## src/rtl/wb_port_arbiter_pkg.sv

```systemverilog
// Shared parameters, state encoding and request type for the writeback
// port arbiter and its pending queue.
package wb_port_arbiter_pkg;

    localparam int XLEN     = 32;
    localparam int AW       = 5;
    localparam int DEPTH    = 4;
    localparam int MAX_WAIT = 8;

    localparam int PTR_W  = $clog2(DEPTH);
    localparam int CNT_W  = PTR_W + 1;
    localparam int WAIT_W = $clog2(MAX_WAIT + 1);

    typedef enum logic {
        WB_PIPE_PRI = 1'b0,
        WB_DRAIN    = 1'b1
    } wb_state_e;

    typedef struct packed {
        logic [AW-1:0]   addr;
        logic [XLEN-1:0] data;
    } wb_req_t;

endpackage

```

## src/rtl/wb_port_arbiter_if.sv

```systemverilog
// Bus bundle between writeback, the long-latency result path and the
// register-file write port. The arbiter takes the slave view.
interface wb_port_arbiter_if;
    import wb_port_arbiter_pkg::*;

    logic            pipe_valid;
    logic [AW-1:0]   pipe_addr;
    logic [XLEN-1:0] pipe_data;
    logic            pipe_ready;

    logic            ll_valid;
    logic [AW-1:0]   ll_addr;
    logic [XLEN-1:0] ll_data;
    logic            ll_ready;

    logic            rf_we;
    logic [AW-1:0]   rf_waddr;
    logic [XLEN-1:0] rf_wdata;

    modport slave (
        input  pipe_valid, pipe_addr, pipe_data,
        input  ll_valid, ll_addr, ll_data,
        output pipe_ready, ll_ready,
        output rf_we, rf_waddr, rf_wdata
    );

    modport master (
        output pipe_valid, pipe_addr, pipe_data,
        output ll_valid, ll_addr, ll_data,
        input  pipe_ready, ll_ready,
        input  rf_we, rf_waddr, rf_wdata
    );

endinterface

```

## src/rtl/wb_port_arbiter_pend_fifo.sv

```systemverilog
// Pending queue for long-latency results: circular buffer with a live bit
// per entry and a parallel address compare that kills matching entries.
module wb_port_arbiter_pend_fifo
    import wb_port_arbiter_pkg::*;
(
    input  logic             clk,
    input  logic             rst_n,
    input  logic             push_i,
    input  logic [AW-1:0]    push_addr_i,
    input  logic [XLEN-1:0]  push_data_i,
    input  logic             pop_i,
    input  logic             squash_en_i,
    input  logic [AW-1:0]    squash_addr_i,
    output logic [AW-1:0]    head_addr_o,
    output logic [XLEN-1:0]  head_data_o,
    output logic             head_live_o,
    output logic [CNT_W-1:0] count_o
);

    logic [AW-1:0]    addr_mem [DEPTH];
    logic [XLEN-1:0]  data_mem [DEPTH];
    logic [DEPTH-1:0] live_q;
    logic [DEPTH-1:0] live_d;
    logic [PTR_W-1:0] wr_ptr_q;
    logic [PTR_W-1:0] rd_ptr_q;
    logic [CNT_W-1:0] count_q;
    logic             push_killed;

    // An entry pushed in the same cycle as a matching pipe write is older
    // than that write, so it enters already dead.
    assign push_killed = squash_en_i && (push_addr_i == squash_addr_i);

    genvar gi;
    generate
        for (gi = 0; gi < DEPTH; gi++) begin : g_live
            assign live_d[gi] = (push_i && (wr_ptr_q == PTR_W'(gi)))
                              ? !push_killed
                              : (live_q[gi] && !(squash_en_i && (addr_mem[gi] == squash_addr_i)));
        end
    endgenerate

    // Payload storage; contents only matter while counted, so no reset.
    always_ff @(posedge clk) begin
        if (push_i) begin
            addr_mem[wr_ptr_q] <= push_addr_i;
            data_mem[wr_ptr_q] <= push_data_i;
        end
    end

    // Pointers, occupancy and live bits.
    always_ff @(posedge clk or negedge rst_n) begin
        if (!rst_n) begin
            live_q   <= '0;
            wr_ptr_q <= '0;
            rd_ptr_q <= '0;
            count_q  <= '0;
        end else begin
            live_q  <= live_d;
            count_q <= count_q + CNT_W'(push_i) - CNT_W'(pop_i);
            if (push_i) wr_ptr_q <= wr_ptr_q + PTR_W'(1);
            if (pop_i)  rd_ptr_q <= rd_ptr_q + PTR_W'(1);
        end
    end

    assign head_addr_o = addr_mem[rd_ptr_q];
    assign head_data_o = data_mem[rd_ptr_q];
    assign head_live_o = live_q[rd_ptr_q];
    assign count_o     = count_q;

endmodule

```

## src/rtl/wb_port_arbiter.sv

```systemverilog
// Register-file write-port arbiter: writeback has priority, long-latency
// results wait in a small queue that is drained when full or aged out.
module wb_port_arbiter
    import wb_port_arbiter_pkg::*;
(
    input  logic             clk,
    input  logic             rst_n,
    wb_port_arbiter_if.slave wb,
    output logic [CNT_W-1:0] pend_cnt_o,
    output logic             drain_o
);

    wb_state_e        state_q;
    logic [WAIT_W-1:0] wait_q;
    logic             rf_we_q;
    logic [AW-1:0]    rf_waddr_q;
    logic [XLEN-1:0]  rf_wdata_q;

    logic [AW-1:0]    head_addr;
    logic [XLEN-1:0]  head_data;
    logic             head_live;
    logic [CNT_W-1:0] count;
    logic [CNT_W-1:0] count_next;
    logic             has_head, head_ok, pipe_grant, head_grant;
    logic             pop, push, ll_ready, aged;
    wb_req_t          grant_req;

    assign has_head   = (count != '0);
    assign head_ok    = has_head && head_live;
    // Pipe writes to x0 complete the handshake but leave the port free.
    assign pipe_grant = (state_q == WB_PIPE_PRI) && wb.pipe_valid && (wb.pipe_addr != '0);
    assign head_grant = head_ok && ((state_q == WB_DRAIN) || !pipe_grant);
    // Dead heads retire without touching the port.
    assign pop        = has_head && (head_grant || !head_live);
    assign ll_ready   = (count < CNT_W'(DEPTH));
    assign push       = wb.ll_valid && ll_ready && (wb.ll_addr != '0);
    assign count_next = count + CNT_W'(push) - CNT_W'(pop);
    assign aged       = head_ok && !head_grant && (wait_q == WAIT_W'(MAX_WAIT - 1));

    wb_port_arbiter_pend_fifo u_fifo (
        .clk           (clk),
        .rst_n         (rst_n),
        .push_i        (push),
        .push_addr_i   (wb.ll_addr),
        .push_data_i   (wb.ll_data),
        .pop_i         (pop),
        .squash_en_i   (pipe_grant),
        .squash_addr_i (wb.pipe_addr),
        .head_addr_o   (head_addr),
        .head_data_o   (head_data),
        .head_live_o   (head_live),
        .count_o       (count)
    );

    // Select the winning write; the two grants are mutually exclusive.
    always_comb begin
        grant_req = '{addr: head_addr, data: head_data};
        if (pipe_grant) grant_req = '{addr: wb.pipe_addr, data: wb.pipe_data};
    end

    // Arbitration FSM, head ageing counter and registered write port.
    always_ff @(posedge clk or negedge rst_n) begin
        if (!rst_n) begin
            state_q    <= WB_PIPE_PRI;
            wait_q     <= '0;
            rf_we_q    <= 1'b0;
            rf_waddr_q <= '0;
            rf_wdata_q <= '0;
        end else begin
            rf_we_q <= pipe_grant || head_grant;
            if (pipe_grant || head_grant) begin
                rf_waddr_q <= grant_req.addr;
                rf_wdata_q <= grant_req.data;
            end
            wait_q <= (head_ok && !head_grant) ? wait_q + WAIT_W'(1) : '0;
            case (state_q)
                WB_PIPE_PRI: if ((count_next == CNT_W'(DEPTH)) || aged) state_q <= WB_DRAIN;
                WB_DRAIN:    if (count_next == '0) state_q <= WB_PIPE_PRI;
                default:     state_q <= WB_PIPE_PRI;
            endcase
        end
    end

    assign wb.pipe_ready = (state_q == WB_PIPE_PRI);
    assign wb.ll_ready   = ll_ready;
    assign wb.rf_we      = rf_we_q;
    assign wb.rf_waddr   = rf_waddr_q;
    assign wb.rf_wdata   = rf_wdata_q;
    assign pend_cnt_o    = count;
    assign drain_o       = (state_q == WB_DRAIN);

endmodule
```

## src/flat_wrapper.sv

```systemverilog
// flat-port wrapper written by rule: the top's interface ports become plain ports
module wb_port_arbiter_flat import wb_port_arbiter_pkg::*;
  (clk, rst_n, pend_cnt_o, drain_o, wb_pipe_valid, wb_pipe_addr, wb_pipe_data, wb_ll_valid, wb_ll_addr, wb_ll_data, wb_pipe_ready, wb_ll_ready, wb_rf_we, wb_rf_waddr, wb_rf_wdata);
  wb_port_arbiter_if wb_i ();
  input  logic clk;
  input  logic rst_n;
  output logic [CNT_W-1:0] pend_cnt_o;
  output logic drain_o;
  input wire logic [$bits(wb_i.pipe_valid)-1:0] wb_pipe_valid;
  input wire logic [$bits(wb_i.pipe_addr)-1:0] wb_pipe_addr;
  input wire logic [$bits(wb_i.pipe_data)-1:0] wb_pipe_data;
  input wire logic [$bits(wb_i.ll_valid)-1:0] wb_ll_valid;
  input wire logic [$bits(wb_i.ll_addr)-1:0] wb_ll_addr;
  input wire logic [$bits(wb_i.ll_data)-1:0] wb_ll_data;
  output wire logic [$bits(wb_i.pipe_ready)-1:0] wb_pipe_ready;
  output wire logic [$bits(wb_i.ll_ready)-1:0] wb_ll_ready;
  output wire logic [$bits(wb_i.rf_we)-1:0] wb_rf_we;
  output wire logic [$bits(wb_i.rf_waddr)-1:0] wb_rf_waddr;
  output wire logic [$bits(wb_i.rf_wdata)-1:0] wb_rf_wdata;
  assign wb_i.pipe_valid = wb_pipe_valid;
  assign wb_i.pipe_addr = wb_pipe_addr;
  assign wb_i.pipe_data = wb_pipe_data;
  assign wb_i.ll_valid = wb_ll_valid;
  assign wb_i.ll_addr = wb_ll_addr;
  assign wb_i.ll_data = wb_ll_data;
  assign wb_pipe_ready = wb_i.pipe_ready;
  assign wb_ll_ready = wb_i.ll_ready;
  assign wb_rf_we = wb_i.rf_we;
  assign wb_rf_waddr = wb_i.rf_waddr;
  assign wb_rf_wdata = wb_i.rf_wdata;
  wb_port_arbiter u_core (.clk(clk), .rst_n(rst_n), .wb(wb_i), .pend_cnt_o(pend_cnt_o), .drain_o(drain_o));
endmodule
```

## config.mk

```make
export PLATFORM = sky130hd
export DESIGN_NAME = wb_port_arbiter_flat
export DESIGN_NICKNAME = d
export VERILOG_FILES = /design/src/rtl/wb_port_arbiter_pkg.sv /design/src/rtl/wb_port_arbiter_if.sv /design/src/rtl/wb_port_arbiter_pend_fifo.sv /design/src/rtl/wb_port_arbiter.sv /design/src/flat_wrapper.sv
export SDC_FILE = /design/constraint.sdc
export NUM_CORES = 1
export LEC_CHECK = 0
export BUFFER_PORTS_ARGS = -buffer_cell sky130_fd_sc_hd__buf_4
export CORE_ASPECT_RATIO = 0.8
export CORE_UTILIZATION = 38
export CTS_CLUSTER_SIZE = 14
export DETAILED_ROUTE_END_ITERATION = 12
export PLACE_DENSITY_LB_ADDON = 0.12
export SETUP_SLACK_MARGIN = 0.4
export SYNTH_ARGS = -nofsm -noshare
export SYNTH_HDL_FRONTEND = slang
export SYNTH_SLANG_ARGS = --single-unit
```

## constraint.sdc

```tcl
create_clock -name clk -period 3.2 [get_ports clk]
set_input_delay 0.48 -clock clk [delete_from_list [all_inputs] [get_ports clk]]
set_output_delay 0.48 -clock clk [all_outputs]
set_load 0.005 [all_outputs]
```

# Yosys cells after proc, flatten, opt, wreduce, memory -nomap -nowiden
# Memories as Yosys holds them, arrays and structs flattened.
# Index checks and enable logic that the tools add are counted.
classes:
  n_addsub: 5
  multipliers: 0
  n_div: 0
  order_cmp: 2
  eq_ne: 10
  shift: 0
  mux: 13
  n_bitwise: 1
  n_reduce_logical: 39
op_table:
  columns: ["operator", "n"]
  rows:
  - ["$mux 37", 1]
  - ["$eq 5x5->1", 5]
  - ["$logic_and 1x1->1", 22]
  - ["$reduce_bool 5->1", 2]
  - ["$mux 1", 9]
  - ["$logic_not 1->1", 8]
  - ["$add 2x1->2 const B", 2]
  - ["$add 4x1->4 const B", 1]
  - ["$eq 2x2->1 const B", 2]
  - ["$eq 4x3->1 const B", 1]
  - ["$logic_or 1x1->1", 4]
  - ["$mux 4", 1]
  - ["$add 3x1->3", 1]
  - ["$eq 3x3->1 const B", 1]
  - ["$logic_not 3->1", 1]
  - ["$lt 2x3->1 const B", 1]
  - ["$lt 3x3->1 const B", 1]
  - ["$reduce_bool 3->1", 1]
  - ["$sub 3x1->3", 1]
  - ["$bmux 1 s2", 1]
  - ["$eq 2x1->1 const B", 1]
  - ["$logic_not 2->1", 1]
  - ["$pmux 1 s2", 1]
  - ["$not 1->1", 1]
word_totals:
  ff_bits: 54
  latchBits: 0
  ramBits: 148
  rom_bits: 0
  out_inout_bits: 44
  memories: 2
memory_table:
  columns: ["memory", "words", "word_bits", "read_ports", "rd_ports_with_merged_regs", "write_ports", "line", "source"]
  rows:
  - ["u_core.u_fifo.data_mem", 4, 32, 1, 0, 1, "wb_port_arbiter_pend_fifo.sv:21", "logic [XLEN-1:0] data_mem [DEPTH];"]
  - ["u_core.u_fifo.addr_mem", 4, 5, 5, 0, 1, "wb_port_arbiter_pend_fifo.sv:20", "logic [AW-1:0] addr_mem [DEPTH];"]

# Depth between registers and ports, before layout
# Gate-level depths: netlist (run 1).
depth:
  depth_word: 13
  depth_mapped: 12
  ltp_nobuf: 11

# Hierarchy
# Synthesis (run 1) repeated with hierarchy kept, for this count alone.
unflattened:
  cells_unflattened: 486
  hier_area_um2: 8459.4
modules_own_cells:
  columns: ["module", "n_inst", "cells_per_inst", "area_per_inst_um2", "seq_area_each_um2"]
  rows:
  - ["wb_port_arbiter_pend_fifo", 1, 283, 6284.8, 4719.5]
  - ["wb_port_arbiter", 1, 203, 2174.6, 1076.0]

# Worst setup path after synthesis (run 1)
# Ideal clock, no wire load.
synth_timing:
  path_type: "input-to-reg"
  from: "input wb_pipe_addr[1]"
  to: "register u_core.state_q, in the netlist u_core.drain_o"
  t_arrival_ps: 2826
  slack_ps: 246
  stages: 11
  path_cell_list: "buf_2 -> or4_4 -> o211ai_1 -> nor2b_1 -> ha_1 -> inv_1 -> ha_1 -> fa_1 -> nor2_1 -> mux2i_1 -> o41ai_1"
synth_via:
  elab_chain_cells: 12
  word_cells_on_any_way: 17
  classes_between: "add/sub: 1; eq/ne: 1; mux: 3; reduce/logical: 12"
synth_lines:
  columns: ["item", "line", "source"]
  rows:
  - ["start, declared", "flat_wrapper.sv:10", "input wire logic [$bits(wb_i.pipe_addr)-1:0] wb_pipe_addr;"]
  - ["$reduce_bool 5->1 *", "wb_port_arbiter.sv:31", "assign pipe_grant = (state_q == WB_PIPE_PRI) && wb.pipe_valid && (wb.pipe_addr != '0);"]
  - ["$logic_and 1x1->1 *", "wb_port_arbiter.sv:31", null]
  - ["$logic_not 1->1 *", "wb_port_arbiter.sv:32", "assign head_grant = head_ok && ((state_q == WB_DRAIN) || !pipe_grant);"]
  - ["$logic_or 1x1->1 *", "wb_port_arbiter.sv:32", null]
  - ["$logic_and 1x1->1 *", "wb_port_arbiter.sv:32", null]
  - ["$logic_or 1x1->1 *", "wb_port_arbiter.sv:34", "assign pop = has_head && (head_grant || !head_live);"]
  - ["$logic_and 1x1->1 *", "wb_port_arbiter.sv:34", null]
  - ["via u_core.pop", "wb_port_arbiter.sv:25", "logic pop, push, ll_ready, aged;"]
  - ["$sub 3x1->3 *", "wb_port_arbiter.sv:37", "assign count_next = count + CNT_W'(push) - CNT_W'(pop);"]
  - ["via u_core.count_next[1]", "wb_port_arbiter.sv:23", "logic [CNT_W-1:0] count_next;"]
  - ["$eq 3x3->1", "wb_port_arbiter.sv:77", "WB_PIPE_PRI: if ((count_next == CNT_W'(DEPTH)) || aged) state_q <= WB_DRAIN;"]
  - ["$logic_or 1x1->1", "wb_port_arbiter.sv:77", null]
  - ["$mux 1", "wb_port_arbiter.sv:77", null]
  - ["$pmux 1 s2 *", "wb_port_arbiter.sv:76", "case (state_q)"]
  - ["end signal, assigned", "wb_port_arbiter.sv:77", null]
  - ["end signal, assigned", "wb_port_arbiter.sv:78", "WB_DRAIN: if (count_next == '0) state_q <= WB_PIPE_PRI;"]
  - ["end signal, assigned", "wb_port_arbiter.sv:79", "default: state_q <= WB_PIPE_PRI;"]
  - ["end, declared", "wb_port_arbiter.sv:13", "wb_state_e state_q;"]
# The timed path passes the listed nets; every way through them passes the cells marked *.
# A chain may end at the register's enable or synchronous reset.

# Worst setup path after layout (run 1)
layout_timing:
  from: "register u_core.u_fifo.rd_ptr_q[0]"
  to: "register u_core.state_q, in the netlist u_core.drain_o"
layout_via:
  elab_chain_cells: 11
  word_cells_on_any_way: 17
  classes_between: "add/sub: 1; eq/ne: 1; mux: 5; reduce/logical: 10"
layout_lines:
  columns: ["item", "line", "source"]
  rows:
  - ["start, declared", "wb_port_arbiter_pend_fifo.sv:25", "logic [PTR_W-1:0] rd_ptr_q;"]
  - ["start signal, assigned", "wb_port_arbiter_pend_fifo.sv:61", "if (pop_i) rd_ptr_q <= rd_ptr_q + PTR_W'(1);"]
  - ["$bmux 1 s2 *", "wb_port_arbiter_pend_fifo.sv:67", "assign head_live_o = live_q[rd_ptr_q];"]
  - ["$mux 1 (implied by the code) *", "wb_port_arbiter_pend_fifo.sv:67", null]
  - ["$logic_and 1x1->1", "wb_port_arbiter.sv:29", "assign head_ok = has_head && head_live;"]
  - ["$logic_and 1x1->1", "wb_port_arbiter.sv:32", null]
  - ["$logic_or 1x1->1 *", "wb_port_arbiter.sv:34", null]
  - ["$logic_and 1x1->1 *", "wb_port_arbiter.sv:34", null]
  - ["via u_core.pop", "wb_port_arbiter.sv:25", null]
  - ["$sub 3x1->3 *", "wb_port_arbiter.sv:37", null]
  - ["via u_core.count_next[1]", "wb_port_arbiter.sv:23", null]
  - ["$eq 3x3->1", "wb_port_arbiter.sv:77", null]
  - ["$logic_or 1x1->1", "wb_port_arbiter.sv:77", null]
  - ["$mux 1", "wb_port_arbiter.sv:77", null]
  - ["$pmux 1 s2 *", "wb_port_arbiter.sv:76", null]
# The timed path passes the listed nets; every way through them passes the cells marked *. The select of a mux whose other input is x is not followed.

==> results of run 1 <==
cells in the mapped netlist:
master,count
sky130_fd_sc_hd__a21oi_1,3
sky130_fd_sc_hd__a2bb2oi_1,1
sky130_fd_sc_hd__and2_1,1
sky130_fd_sc_hd__and2_2,1
sky130_fd_sc_hd__buf_1,3
sky130_fd_sc_hd__buf_2,5
sky130_fd_sc_hd__buf_4,5
sky130_fd_sc_hd__buf_6,7
sky130_fd_sc_hd__clkbuf_1,8
sky130_fd_sc_hd__dfrtp_1,54
sky130_fd_sc_hd__edfxtp_1,148
sky130_fd_sc_hd__fa_1,1
sky130_fd_sc_hd__ha_1,7
sky130_fd_sc_hd__inv_1,13
sky130_fd_sc_hd__mux2i_1,40
sky130_fd_sc_hd__mux4_2,38
sky130_fd_sc_hd__nand2_1,8
sky130_fd_sc_hd__nand2b_1,1
sky130_fd_sc_hd__nand3_1,39
sky130_fd_sc_hd__nand3b_1,1
sky130_fd_sc_hd__nor2_1,8
sky130_fd_sc_hd__nor2b_1,2
sky130_fd_sc_hd__nor3_1,1
sky130_fd_sc_hd__nor4_1,1
sky130_fd_sc_hd__o211ai_1,2
sky130_fd_sc_hd__o21ai_0,2
sky130_fd_sc_hd__o21ai_1,32
sky130_fd_sc_hd__o21ai_4,1
sky130_fd_sc_hd__o311a_1,1
sky130_fd_sc_hd__o41ai_1,5
sky130_fd_sc_hd__or2_1,1
sky130_fd_sc_hd__or3_1,1
sky130_fd_sc_hd__or4_4,1
sky130_fd_sc_hd__xnor2_1,20
sky130_fd_sc_hd__xor2_1,12
critical path, delay by kind of cell (launching register included):
kind            cells  cell delay (ps)
fa+ha+maj           3              810
mux                 2              700
flops               1              370
simple gates        2              310
compound gates      2              230
buf+inv             1               50
logic make-up (layout without fill, tap and decap cells):
group / count (synthesis) / in the layout / share of synthesized area [%]
fa+ha+maj: 8 / 8 / 1.299
xor+xnor: 32 / 32 / 3.385
simple gates: 66 / 66 / 3.989
mux: 78 / 78 / 15.17
compound gates: 47 / 47 / 3.370
flops: 202 / 202 / 69.99
buf+inv: 41 / 184 / 2.796
metrics by stage:
step | hold slack [ps] | cell area (µm²) | total power (µW)
2_1_floorplan | 184.4 | 8283 | 5842
3_3_place_gp | 450.2 | 9424 | 6932
3_5_place_dp | 455.6 | 9424 | 7056
4_1_cts | 82.67 | 10220 | 9820
5_1_grt | 113.6 | 10250 | 10250
6_report | 58.10 | 10250 | 9710
worst paths after layout:
| kind | startpoint | end | cells past startpoint |
|---|---|---|---|
| setup / recovery | u_core.u_fifo.rd_ptr_q[0] | u_core.drain_o | 10 |
| setup reg to reg | u_core.u_fifo.rd_ptr_q[0] | u_core.drain_o | 10 |
| max in group asynchronous | rst_n | u_core.u_fifo.rd_ptr_q[0] | 1 |
| min in group clk | wb_ll_data[25] | u_core.u_fifo.data_mem[3][25] | 1 |
| hold reg to reg | u_core.wait_q[0] | u_core.wait_q[0] | 1 |
| hold / removal | rst_n | u_core.wb.rf_waddr[4] | 1 |
layout make-up:
class                   instances  area (µm²)
clock buffers                  30       651.9
inverters                      13       48.80
repair buffers                131       996.0
well taps                     269       336.6
clock inverters                10       148.9
flip-flops and latches        202        5798
multi-input cells             231        2267
fillers                      1802       10750
sequential cells by signal, indices dropped and copies added, names as in the netlist:
register	cells
u_core.u_fifo.wr_ptr_q	2
u_core.wb.rf_we	1
u_core.drain_o	1
u_core.u_fifo.data_mem	128
u_core.wait_q	4
u_core.u_fifo.rd_ptr_q	2
u_core.wb.rf_wdata	32
u_core.wb.rf_waddr	5
u_core.u_fifo.count_o	3
u_core.u_fifo.addr_mem	20
u_core.u_fifo.live_q	4
power groups by stage:
stage,clock network (µW),registers [µW],logic (µW)
after global placement,0,3760,3170
after floorplan,0,3750,2090
after detailed placement,0,3790,3260
after global routing,2910,3800,3540
final,2730,3740,3240
after CTS,2800,3750,3270
routing by layer:
layer  part of all wire, %  wire, µm  global-route usage (%)  vias to the layer above
li1                      -         -                       -                     2081
met1                    45      8258                   22.64                     2309
met2                    47      8591                   27.38                      151
met3                   5.8      1057                   3.629                       29
met4                   1.8       337                   4.064                        0
met5                     0         0                       0                        -
what timing repair did:
item / CTS / global route
endpoints found under the setup margin: 0 / 1
hold endpoints to repair: 0 / 0
hold buffers: 0 / 0
gates resized for setup: 0 / 2
buffers inserted: 0 / 2
==> results.md, run 1 <==
- The count of endpoints failing hold in the final timing report was 0.
- The overall die area is ~22,000 µm².
- The switching part of the total power is a little under a third.
- The library cell used most frequently in the layout, excluding fill and tap cells, is sky130_fd_sc_hd__edfxtp_1.
- Port buffering added approximately 120 buffers.
- The total overflow left after global routing is 0.
- In the routed design, unresolved DRC markers number 0.
- The detailed router placed 4,570 vias in this run.
- The share of synthesized area occupied by flip-flops and latches is around 70%.
- The largest single stage delay on the critical path is ~520 ps.
- Entering global routing, the biggest net connects between 50 and 60 pins.
- The horizontal die dimension is between 150 and 200 µm.
- After clock tree synthesis, the clock-pin slew on the worst setup and hold paths is approximately 60 ps.
- At the worst endpoint, the arrival time is roughly 3000 ps.
- The number of nets with antenna violations after routing is 0.
- The CTS tree is done.
- The final worst-path cycle share is 81.33%.
- The count of endpoints failing setup in the final report is 0.
- The repair_antennas step left the layout with diodes totalling 0.
- The fraction of final layout cells sized beyond drive strength 1 is approximately a third.
- The HPWL after detailed placement is between 10,000 and 15,000 µm.
- Ranked by total cell area, the synthesized netlist is headed by sky130_fd_sc_hd__edfxtp_1, sky130_fd_sc_hd__dfrtp_1, sky130_fd_sc_hd__mux4_2, sky130_fd_sc_hd__mux2i_1, sky130_fd_sc_hd__nand3_1.
- The final-report max-slew violation count is 0.
- The clock root buffer is sky130_fd_sc_hd__clkbuf_16.
- The count of non-filler cells in the finished layout is a little under 900.
- The cell-internal power is just under 7000 µW.
- The total nets after synthesis is 560.
- From synthesis to final layout, the design area changed by 23.75%.
- Combinational cells account for ~33% of the total power.
- The tree built by TritonCTS fans out to 202 sinks.
- The final routed wirelength across all metal layers is approximately 18,000 µm.
- The flop and latch count out of synthesis is about 200.
- Cells fill approximately 49% of the core in the end.
- The number of violations reported at the end of detailed-routing iteration 0 is about 310.
- The initial utilization of the core area, before any placement, comes to 39.44%.
- The worst setup path is launched from a flop.
- The nature of the critical path endpoint is a flop.
- The floorplan step set the die height to about 130 µm.
- The cell that appears most often on the critical path is sky130_fd_sc_hd__ha_1.
- Measured against its own limit, the worst slew margin works out to roughly a third.
- In this run the power density over the cells is between 900 and 1000 nW/µm².
- The shortest clock period the worst path allows after layout is about 2600 ps.
- The I/O pin count is roughly 120.
- The post-synthesis instance total is approximately 470.
- Traced cell by cell, the critical path runs through mux4_2 -> o211ai_1 -> nor2b_4 -> ha_1 -> inv_1 -> ha_1 -> fa_1 -> nor2_2 -> mux2i_1 -> o41ai_1.
- The setup TNS is 0 ps.
- For this design, the slowest cell found on the critical path is sky130_fd_sc_hd__mux4_2.
- For this run, the number of Yosys warnings is 0.
- The data required time of the critical path is between 3000 and 4000 ps.
- Setup repair after global routing left no endpoint under its margin.
- The number of instances in the placed design is around 840.
- The worst slack after detailed placement is between 90 and 100 ps.
- In the layout the commonest cells are sky130_fd_sc_hd__edfxtp_1, sky130_fd_sc_hd__buf_4, sky130_fd_sc_hd__dfrtp_1.
- The initial antenna violation count is 0.
- The average via count per standard cell is a little over 5.
- The critical path in this run is classified as flop to flop.
- Registers are responsible for 38.5% of the overall power.
- The clock insertion delay at the later pin of the skew report is 490 ps.
- In this run the mean area of a mapped cell was roughly 17 µm².
- The post-synthesis cell area is just over 8000 µm².
- On the final layout, the worst clock skew is roughly 6.3 ps.
- The maximum level of the CTS H-tree is 1.
- The global-route wire length before repair is about 28,000 µm.
- Routability-driven placement finished with a final weighted congestion of between 0.7 and 0.8.
- The via count of the first global-routing pass is approximately 4.7k.
- The class of the tightest hold or removal check is input pin to async pin.
- The worst-case clock buffer depth is 3.
- The flow ran to the end, and the final reports show no timing, DRC or antenna violations.
- The worst voltage drop across the vdd grid is around 0.42 mV.
- For this run, the post-layout net count is ~690.
- The switching power is roughly 3000 µW.
- The clock network accounts for 28.2% of the total power.
- The standard-cell row count is 47.
- Of all nets on the critical path, the largest fanout is 2.
- Buffers inserted during clock tree synthesis total 22.
- For flop-to-flop paths, the worst setup slack is ~600 ps.
- The number of max-cap violations is 0.
- The first detailed-routing pass took 4 iterations.
- The top cell type by area accounts for a little over half of the synthesized area.
- The transition time at the pin with the least slew margin is slightly above 1000 ps.
- The synthesized design spends more area on one cell type than any other, namely sky130_fd_sc_hd__edfxtp_1.
- The total global-route track usage is 16.65%.
- The timing-limited maximum frequency is slightly below 400 MHz.
- The post-detailed-route wirelength per cell is between 20 and 25 µm.
- Synthesis instantiated 35 different standard cells from the library.
- The final critical-path setup slack is between 500 and 600 ps.
- The core box area is 20,990 µm².
- The leakage power figure is about 0.0039 µW.
No activity file was read; power rests on OpenSTA's default activity.
==> inputs of run 2 (changes only) <==
ABC_AREA = 1   (was unset)
clock period = 2.44 ns   (was 3.2 ns; I/O delays follow)
==> results.md, run 2 <==
- The share of total power dissipated in combinational logic is 39.0%.
- The post-CTS clock slew at the launch and capture registers of the worst setup and hold paths is 60 ps.
- STA classifies the critical path startpoint as a flop.
- In this run switching power makes up about 37% of total power.
- The largest net degree at the start of global routing is between 100 and 150.
- The synthesized design contains ~150 enable-type register cells.
- The setup TNS is 0 ps.
- Summed over all layers, the global routing overflow is 0.
- Counting flops and latches in the post-synthesis netlist gives a little over 200.
- The mapped netlist covers roughly 9000 µm².
- The share of synthesized area occupied by flip-flops and latches is 64.50%.
- In this run the number of H-tree levels came out at 1.
- The worst register-to-register path ends at u_core.drain_o.
- The worst register-to-register path begins at u_core.u_fifo.rd_ptr_q[0].
- The final RePlAce weighted congestion is between 0.7 and 0.8.
- Port buffering added 121 buffers.
- Leaving out fill and tap cells, the most frequent cell in the layout is sky130_fd_sc_hd__nand2_1.
- u_core.u_fifo.data_mem holds more flip-flops than any other register.
- The standard-cell row count is 49.
- Compared with the post-synthesis result, the final layout area differs by 22.41%.
- The y dimension of the die is ~140 µm.
- The final layout net count is between 1k and 1.5k.
- The DRC violation count after routing is 0.
- The worst-case clock buffer depth is 3.
- TritonCTS built the clock tree.
- The count of non-filler cells in the finished layout is between 1k and 1.5k.
- The HPWL after detailed placement is between 10,000 and 15,000 µm.
- The data required time of the critical path is roughly 2800 ps.
- After layout, the minimum clock period comes to 2303 ps.
- The worst slew margin relative to its limit is 47.67%.
- The kind of critical path is flop to flop.
- The count of endpoints failing hold in the final timing report came to 0.
- Setup repair after global routing could not meet its margin everywhere.
- The commonest cells after synthesis are sky130_fd_sc_hd__nand2_1, sky130_fd_sc_hd__edfxtp_1, sky130_fd_sc_hd__inv_1.
- The top cell type's share of synthesized area is 49.46%.
- The number of violations reported at the end of detailed-routing iteration 0 is between 400 and 500.
- 0 antenna diodes ended up in the layout.
- The number of instances in the placed design is ~1.3k.
- The initial antenna violation count is 0.
- Of all cell types, the one taking the most synthesized area is sky130_fd_sc_hd__edfxtp_1.
- The overall die area is around 24,000 µm².
- The total clock buffers created by CTS is 22.
- During I/O placement, the number of pins put on the boundary was approximately 120.
- Between clock sinks in the finished design, the worst skew comes to around 17 ps.
- The clock root buffer is sky130_fd_sc_hd__clkbuf_16.
- The leakage power figure is 0.004833 µW.
- For this run, the leading register cell type out of synthesis is sky130_fd_sc_hd__edfxtp_1.
- The clock network accounts for about 24% of the total power.
- Internal power comes to approximately 8500 µW.
- The final-report max-slew violation count was 0.
- The average footprint of a synthesized cell is between 10 and 15 µm².
- The timing-limited maximum frequency is around 430 MHz.
- For hold timing, the worst endpoint is u_core.u_fifo.data_mem[2][23].
- The power density normalized to cell area is approximately 1200 nW/µm².
- Once the floorplan was initialized, standard cells occupied 39.40% of the core.
- In this run the standard cell core region covers about 23,000 µm².
- VDD sags by at most 0.7125 mV.
- The post-synthesis instance total is between 800 and 900.
- The worst hold path begins at wb_ll_data[23].
- sky130_fd_sc_hd__nand2_1 is the most common cell in the netlist.
- Setup violations remaining at the end of the flow were counted as 0.
- The worst path uses between 90% and 100% of the clock period.
- The register with the most flip-flops in the layout has 128 of them.
- The hold slack is around 66 ps.
- During synthesis, Yosys emitted a total of 0 warnings.
- In the post-synthesis netlist, the biggest area contributors are sky130_fd_sc_hd__edfxtp_1, sky130_fd_sc_hd__dfrtp_1, sky130_fd_sc_hd__nand2_1, sky130_fd_sc_hd__nand3_1, sky130_fd_sc_hd__o21ai_0.
- The final routed wirelength across all metal layers is approximately 22,000 µm.
- The average via count per standard cell is approximately 4.7.
- Clock latency on the worst-skew pair, taken at its later pin, is roughly 500 ps.
- The first-pass iteration count of the detailed router is 5.
- The global-route wire length before repair is between 30,000 and 40,000 µm.
- The flow ran to the end, and the final reports show no timing, DRC or antenna violations.
- Counting cells, the worst reg-to-reg path comes to 16.
- Data on the critical path arrives at its endpoint at between 2000 and 3000 ps.
- The transition time at the pin with the least slew margin is about 790 ps.
- The post-detailed-route wirelength per cell is roughly 17 µm.
- In the final layout, the share of cells above drive strength 1 is about 22%.
- The nature of the critical path endpoint is a flop.
- The total number of vias is 6,185.
- The via count of the first global-routing pass was around 6.0k.
- The utilization of the core after routing is between 40% and 50%.
- The top cell types in the final layout, fill and taps aside, are sky130_fd_sc_hd__nand2_1, sky130_fd_sc_hd__edfxtp_1, sky130_fd_sc_hd__buf_4.
- For flop-to-flop paths, the worst setup slack is between 100 and 150 ps.
- The switching power is 4911 µW.
- Counting flops with an async set or reset pin after synthesis yields a share of a little over a quarter.
- The largest fanout of any net on the critical path is 4.
- Counting distinct cell types in the post-synthesis netlist gives 27.
- The number of cells on the worst hold path is 1.
- Max-cap violations in this run came to 0.
- In the global route stage, overall resource usage came out at between 10% and 20%.
- The CTS sink count is ~200.
- The horizontal die dimension is 173.9 µm.
- In this run the remaining antenna-violating nets after routing total 0.
- The number of nets handed over by synthesis was approximately 940.
- The share of total power in sequential cells is 36.8%.
- The worst hold path belongs to the class input pin to flop.
[run 2: worst max-delay path, cell delays in order (launching register included)]
cell	delay (ps)
sky130_fd_sc_hd__dfrtp_4	500
sky130_fd_sc_hd__inv_4	70
sky130_fd_sc_hd__nand2_2	50
sky130_fd_sc_hd__nand2_1	50
sky130_fd_sc_hd__nand2_1	60
sky130_fd_sc_hd__nand2_2	70
sky130_fd_sc_hd__a21oi_2	60
sky130_fd_sc_hd__ha_1	280
sky130_fd_sc_hd__inv_1	40
sky130_fd_sc_hd__ha_2	160
sky130_fd_sc_hd__fa_2	350
sky130_fd_sc_hd__xnor2_2	150
sky130_fd_sc_hd__inv_1	50
sky130_fd_sc_hd__nand2_1	70
sky130_fd_sc_hd__nand2_2	60
sky130_fd_sc_hd__a21oi_2	120
sky130_fd_sc_hd__nand2_1	50
[run 2: final cells by class]
cell class              instances  area (µm²)
flip-flops and latches        202        5801
fillers                      2128       11810
clock inverters                 5       48.80
multi-input cells             511        2557
well taps                     306       382.9
inverters                      94       362.8
clock buffers                  35       660.6
repair buffers                152        1185
[run 2: timing repair]
item	CTS	global route
gates resized for setup	5	8
hold buffers	1	0
buffers inserted	2	0
setup endpoints to repair	37	65
pin swaps	7	0
hold endpoints to repair	29	0
[run 2: cell families (layout without fill, tap and decap cells)]
kind of cell	after synthesis	in the layout	share of synthesized area, %
xor+xnor	21	21	2.047
simple gates	336	336	16.45
buf+inv	142	286	7.492
flops	202	202	64.50
fa+ha+maj	8	8	1.198
compound gates	146	146	8.314
[run 2: routing by layer]
| layer | wire, µm | global-route usage [%] |
|---|---|---|
| met5 | 0 | 0 |
| met4 | 384 | 4.017 |
| met3 | 1235 | 3.415 |
| met2 | 9374 | 27.43 |
| met1 | 10770 | 26.42 |
[run 2: stage by stage]
| stage | setup WS (ps) | power, µW | cell area, µm² |
|---|---|---|---|
| floorplan | 124.4 | 8370 | 9049 |
| global placement | 33.52 | 10100 | 10230 |
| detailed placement | 6.950 | 10160 | 10230 |
| CTS | 112.3 | 13490 | 10980 |
| global route | -41.89 | 14350 | 11000 |
| finish | 136.5 | 13400 | 11000 |
[run 2: how the worst max path moves through the flow]
stage                                    startpoint             end  slack [ps]  cells after the start
final                     u_core.u_fifo.rd_ptr_q[0]  u_core.drain_o         140                     16
after floorplan                     wb_pipe_addr[1]  u_core.drain_o         120                     14
after global routing      u_core.u_fifo.rd_ptr_q[0]  u_core.drain_o         -40                     16
after global placement              wb_pipe_addr[1]  u_core.drain_o          30                     16
after detailed placement            wb_pipe_addr[1]  u_core.drain_o           7                     16
after CTS                 u_core.u_fifo.rd_ptr_q[0]  u_core.drain_o         110                     16
[run 2: power by group through the flow]
stage,combinational (µW),sequential (µW),clock [µW]
final,5220,4930,3250
after detailed placement,5170,4990,0
after floorplan,3410,4960,0
after CTS,5230,4940,3320
after global placement,5110,4990,0
after global routing,5900,5010,3440
==> inputs of run 3 (changes only) <==
CORE_UTILIZATION = 58   (was 38)
CTS_BUF_LIST = sky130_fd_sc_hd__clkbuf_8 sky130_fd_sc_hd__clkbuf_16   (was unset)
==> results.md, run 3 (synthesis results as in run 2) <==
- The first-pass iteration count of the detailed router is 5.
- The worst slack after detailed placement is -46.74 ps.
- The total global-route track usage is between 20% and 30%.
- The class of the tightest hold or removal check is input pin to flop.
- The final-report max-slew violation count is 0.
- The run finished with clean final reports.
- In this run the number of H-tree levels came out at 1.
- The final worst-path cycle share is roughly 100%.
- The HPWL after detailed placement is roughly 12,000 µm.
- Global routing consumed, on the met2 layer, ~43% of the routing resources.
- In this run the most used layer during global routing was met2.
- The commonest non-fill, non-tap cell in the layout is sky130_fd_sc_hd__buf_4.
- For this design the ratio of total power to cell area is roughly 1300 nW/µm².
- Global routing consumed, on the met1 layer, approximately 36% of the routing resources.
- The switching part of the total power is about two fifths.
- The largest fanout of any net on the critical path is 5.
- The cell repeated most along the worst path is sky130_fd_sc_hd__nand2_2.
- The root buffer cell chosen for the clock tree is sky130_fd_sc_hd__clkbuf_16.
- In this run the static leakage power is a little over 0.005 µW.
- The total clock buffers created by CTS is 21.
- Setup slack on the critical path of the routed design comes to 8.845 ps.
- The data required time of the critical path is about 2800 ps.
- The number of buffers inserted by port buffering is 121.
- The initial antenna violation count is 0.
- The signal on the critical path passes through inv_4 -> nand2_2 -> nand2_2 -> nand2_2 -> nand2_2 -> a21oi_2 -> ha_1 -> inv_1 -> ha_2 -> fa_2 -> xnor2_2 -> inv_1 -> nand2_1 -> nand2_2 -> a21oi_2 -> nand2_1.
- The share of total power in sequential cells is approximately a third.
- Ranked by flip-flop count, first place goes to u_core.u_fifo.data_mem.
- The terminating pin of the worst hold path is u_core.u_fifo.data_mem[1][0].
- The met3 global-route usage is under 10%.
- The I/O pin count is 122.
- In this run the standard cell core region covers around 15,000 µm².
- The largest net degree at the start of global routing is roughly 80.
- After detailed routing, the number of remaining DRC violations is 0.
- The post-detailed-route wirelength per cell is between 15 and 20 µm.
- After filler insertion, the fill cell instance count of the layout stands at between 900 and 1k.
- Together, buffers and inverters on the worst path number 3.
- In the layout the commonest cells are sky130_fd_sc_hd__buf_4, sky130_fd_sc_hd__nand2_1, sky130_fd_sc_hd__edfxtp_1.
- The global route total overflow is 0.
- Cells with a size suffix above 1 make up 29.99% of the layout.
- The clock network is responsible for around a fifth of the overall power.
- The area added between synthesis and finish is 27.94%.
- At the end of routability-driven placement, the weighted congestion stood at between 0.8 and 0.9.
- At the pin with the least slew margin, the transition time is between 1000 and 1500 ps.
- For this run, the slowest stage of the critical path takes around 520 ps.
- In the routed layout, each cell is associated on average with a via count of about 5.4.
- The routed design could run at a clock period as short as between 2000 and 2500 ps.
- The critical path is of the flop to flop type.
- The worst-case clock buffer depth is 3.
- The analysis attributes to net switching a power of approximately 5800 µW.
- STA puts the critical path data arrival time at between 2000 and 3000 ps.
- For this block, the initial DRC count from the detailed router was 506.
- The count of non-filler cells in the finished layout is roughly 1.2k.
- The family with the most delay on the worst path is adder cells.
- The via count of the first global-routing pass is between 6k and 7k.
- The clock arrives with about 32 ps of skew.
- Setup violations remaining at the end of the flow were counted as 0.
- The register with the most flip-flops in the layout has around 130 of them.
- The CTS tree is done.
- The launch instance of the worst register-to-register path is u_core.u_fifo.rd_ptr_q[0].
- The worst reg2reg path depth is 16.
- Of the total power, combinational logic draws 47.5%.
- The final routed wirelength across all metal layers is around 22,000 µm.
- Clock-pin slew was measured on the worst setup and hold paths at 60 ps.
- The worst hold path begins at wb_ll_data[0].
- The number of placed instances, taps included, is around 1.2k.
- The overall die area is around 16,000 µm².
- VDD sags by at most 0.6095 mV.
- Max-cap violations in this run came to 0.
- The count of endpoints failing hold in the final timing report came to 0.
- The global-route wire length before repair is ~32,000 µm.
- The floorplan has 40 rows.
- Setup repair after global routing could not meet its margin everywhere.
- The internal power of the cells totals roughly 9300 µW.
- The slowest cell on the critical path is sky130_fd_sc_hd__dfrtp_4.
- The net count of the finished layout is between 1k and 1.5k.
- Counting every sink on the clock net gives between 200 and 250.
- The timing-limited maximum frequency is between 400 and 500 MHz.
- The later pin in the worst-skew pair is clocked with a latency of 510 ps.
- Counting instances, the worst hold path has a depth of 1.
- For flop-to-flop paths, the worst setup slack is about 8.8 ps.
- The detail route stage leaves a number of antenna-violating nets equal to 0.
- The die is between 100 and 150 µm tall.
- Measured along the x axis, the die boundary spans approximately 140 µm.
- After layout, the design draws a total of 15,120 µW.
- The initial cell density of the core is roughly 60%.
- The capture point of the worst reg-to-reg path is u_core.drain_o.
- The total number of vias is 6,658.
- The sort of element at the start of the critical path is a flop.
- In this run the tightest slew margin relative to its limit is about 29%.
- The antenna diode count is 0.
- The nature of the critical path endpoint is a flop.
## run 3: changes by cell type in the layout (fill, tap and decap cells not counted), sizes merged
cell      before  now
nand2        207  209
clkinvlp       0    1
inv           94  102
buf          151  173
clkbuf        35   31
bufinv         1    0
## run 3: cell type report
| class | count | area [µm²] | share of cell area, % |
|---|---|---|---|
| clock buffer | 25 | 580.6 | 5.051 |
| clock inverter | 13 | 61.31 | 0.5334 |
| inverter | 94 | 357.8 | 3.113 |
| multi-input combinational | 513 | 2899 | 25.22 |
| sequential | 202 | 5801 | 50.46 |
| tap | 210 | 262.8 | 2.286 |
| timing repair buffer | 180 | 1533 | 13.33 |
## run 3: layer usage
metal	vias up	routed length (µm)	part of all wire, %
li1	3184	-	-
met1	3222	9332	42
met2	216	10980	49
met3	36	1406	6.3
met4	0	522	2.3
met5	-	0	0
## run 3: worst max path at each step
stage                     endpoint                      start  cells after the start  slack (ps)
detailed placement  u_core.drain_o  u_core.u_fifo.rd_ptr_q[0]                     16         -50
finish              u_core.drain_o  u_core.u_fifo.rd_ptr_q[0]                     16           9
floorplan           u_core.drain_o            wb_pipe_addr[1]                     14         120
global route        u_core.drain_o  u_core.u_fifo.rd_ptr_q[0]                     16        -100
global placement    u_core.drain_o  u_core.u_fifo.rd_ptr_q[0]                     16          60
CTS                 u_core.drain_o  u_core.u_fifo.rd_ptr_q[0]                     16          60
## run 3: worst register-to-register path: cells and delay by family, from the launching register on
kind                     cells  cell delay, ps
flip-flops                   1             520
AND/OR/NAND/NOR              7             450
AO/OA/AOI/OAI                2             210
adder cells (fa/ha/maj)      3             800
buffers and inverters        3             180
XOR/XNOR                     1             160
## run 3: power by group through the flow
stage | Sequential [µW] | Clock, µW | Combinational [µW]
6_report | 4980 | 2960 | 7180
5_1_grt | 5050 | 3120 | 7780
4_1_cts | 4950 | 2970 | 5320
3_5_place_dp | 5010 | 0 | 4980
3_3_place_gp | 4960 | 0 | 4810
2_1_floorplan | 4960 | 0 | 3410
## run 3: repair_timing
| item | 4_1_cts | 5_1_grt |
|---|---|---|
| hold buffers | 1 | 0 |
| buffers inserted | 17 | 6 |
| resized for setup | 3 | 103 |
| endpoints found under the setup margin | 3 | 45 |
| pin swaps | 6 | 33 |
| cloned | 0 | 8 |
| hold endpoints to repair | 54 | 0 |
## run 3: metrics by stage
stage               hold slack [ps]  area (µm²)  TNS [ps]  utilization (%)
finish                        61.13       11490         0            76.30
global route                  53.83       11490    -158.3            76.30
CTS                           48.59       10890         0            72.29
detailed placement            469.6       10100    -46.74            67.07
global placement              456.8       10100         0            67.07
floorplan                     70.41        9049         0                -
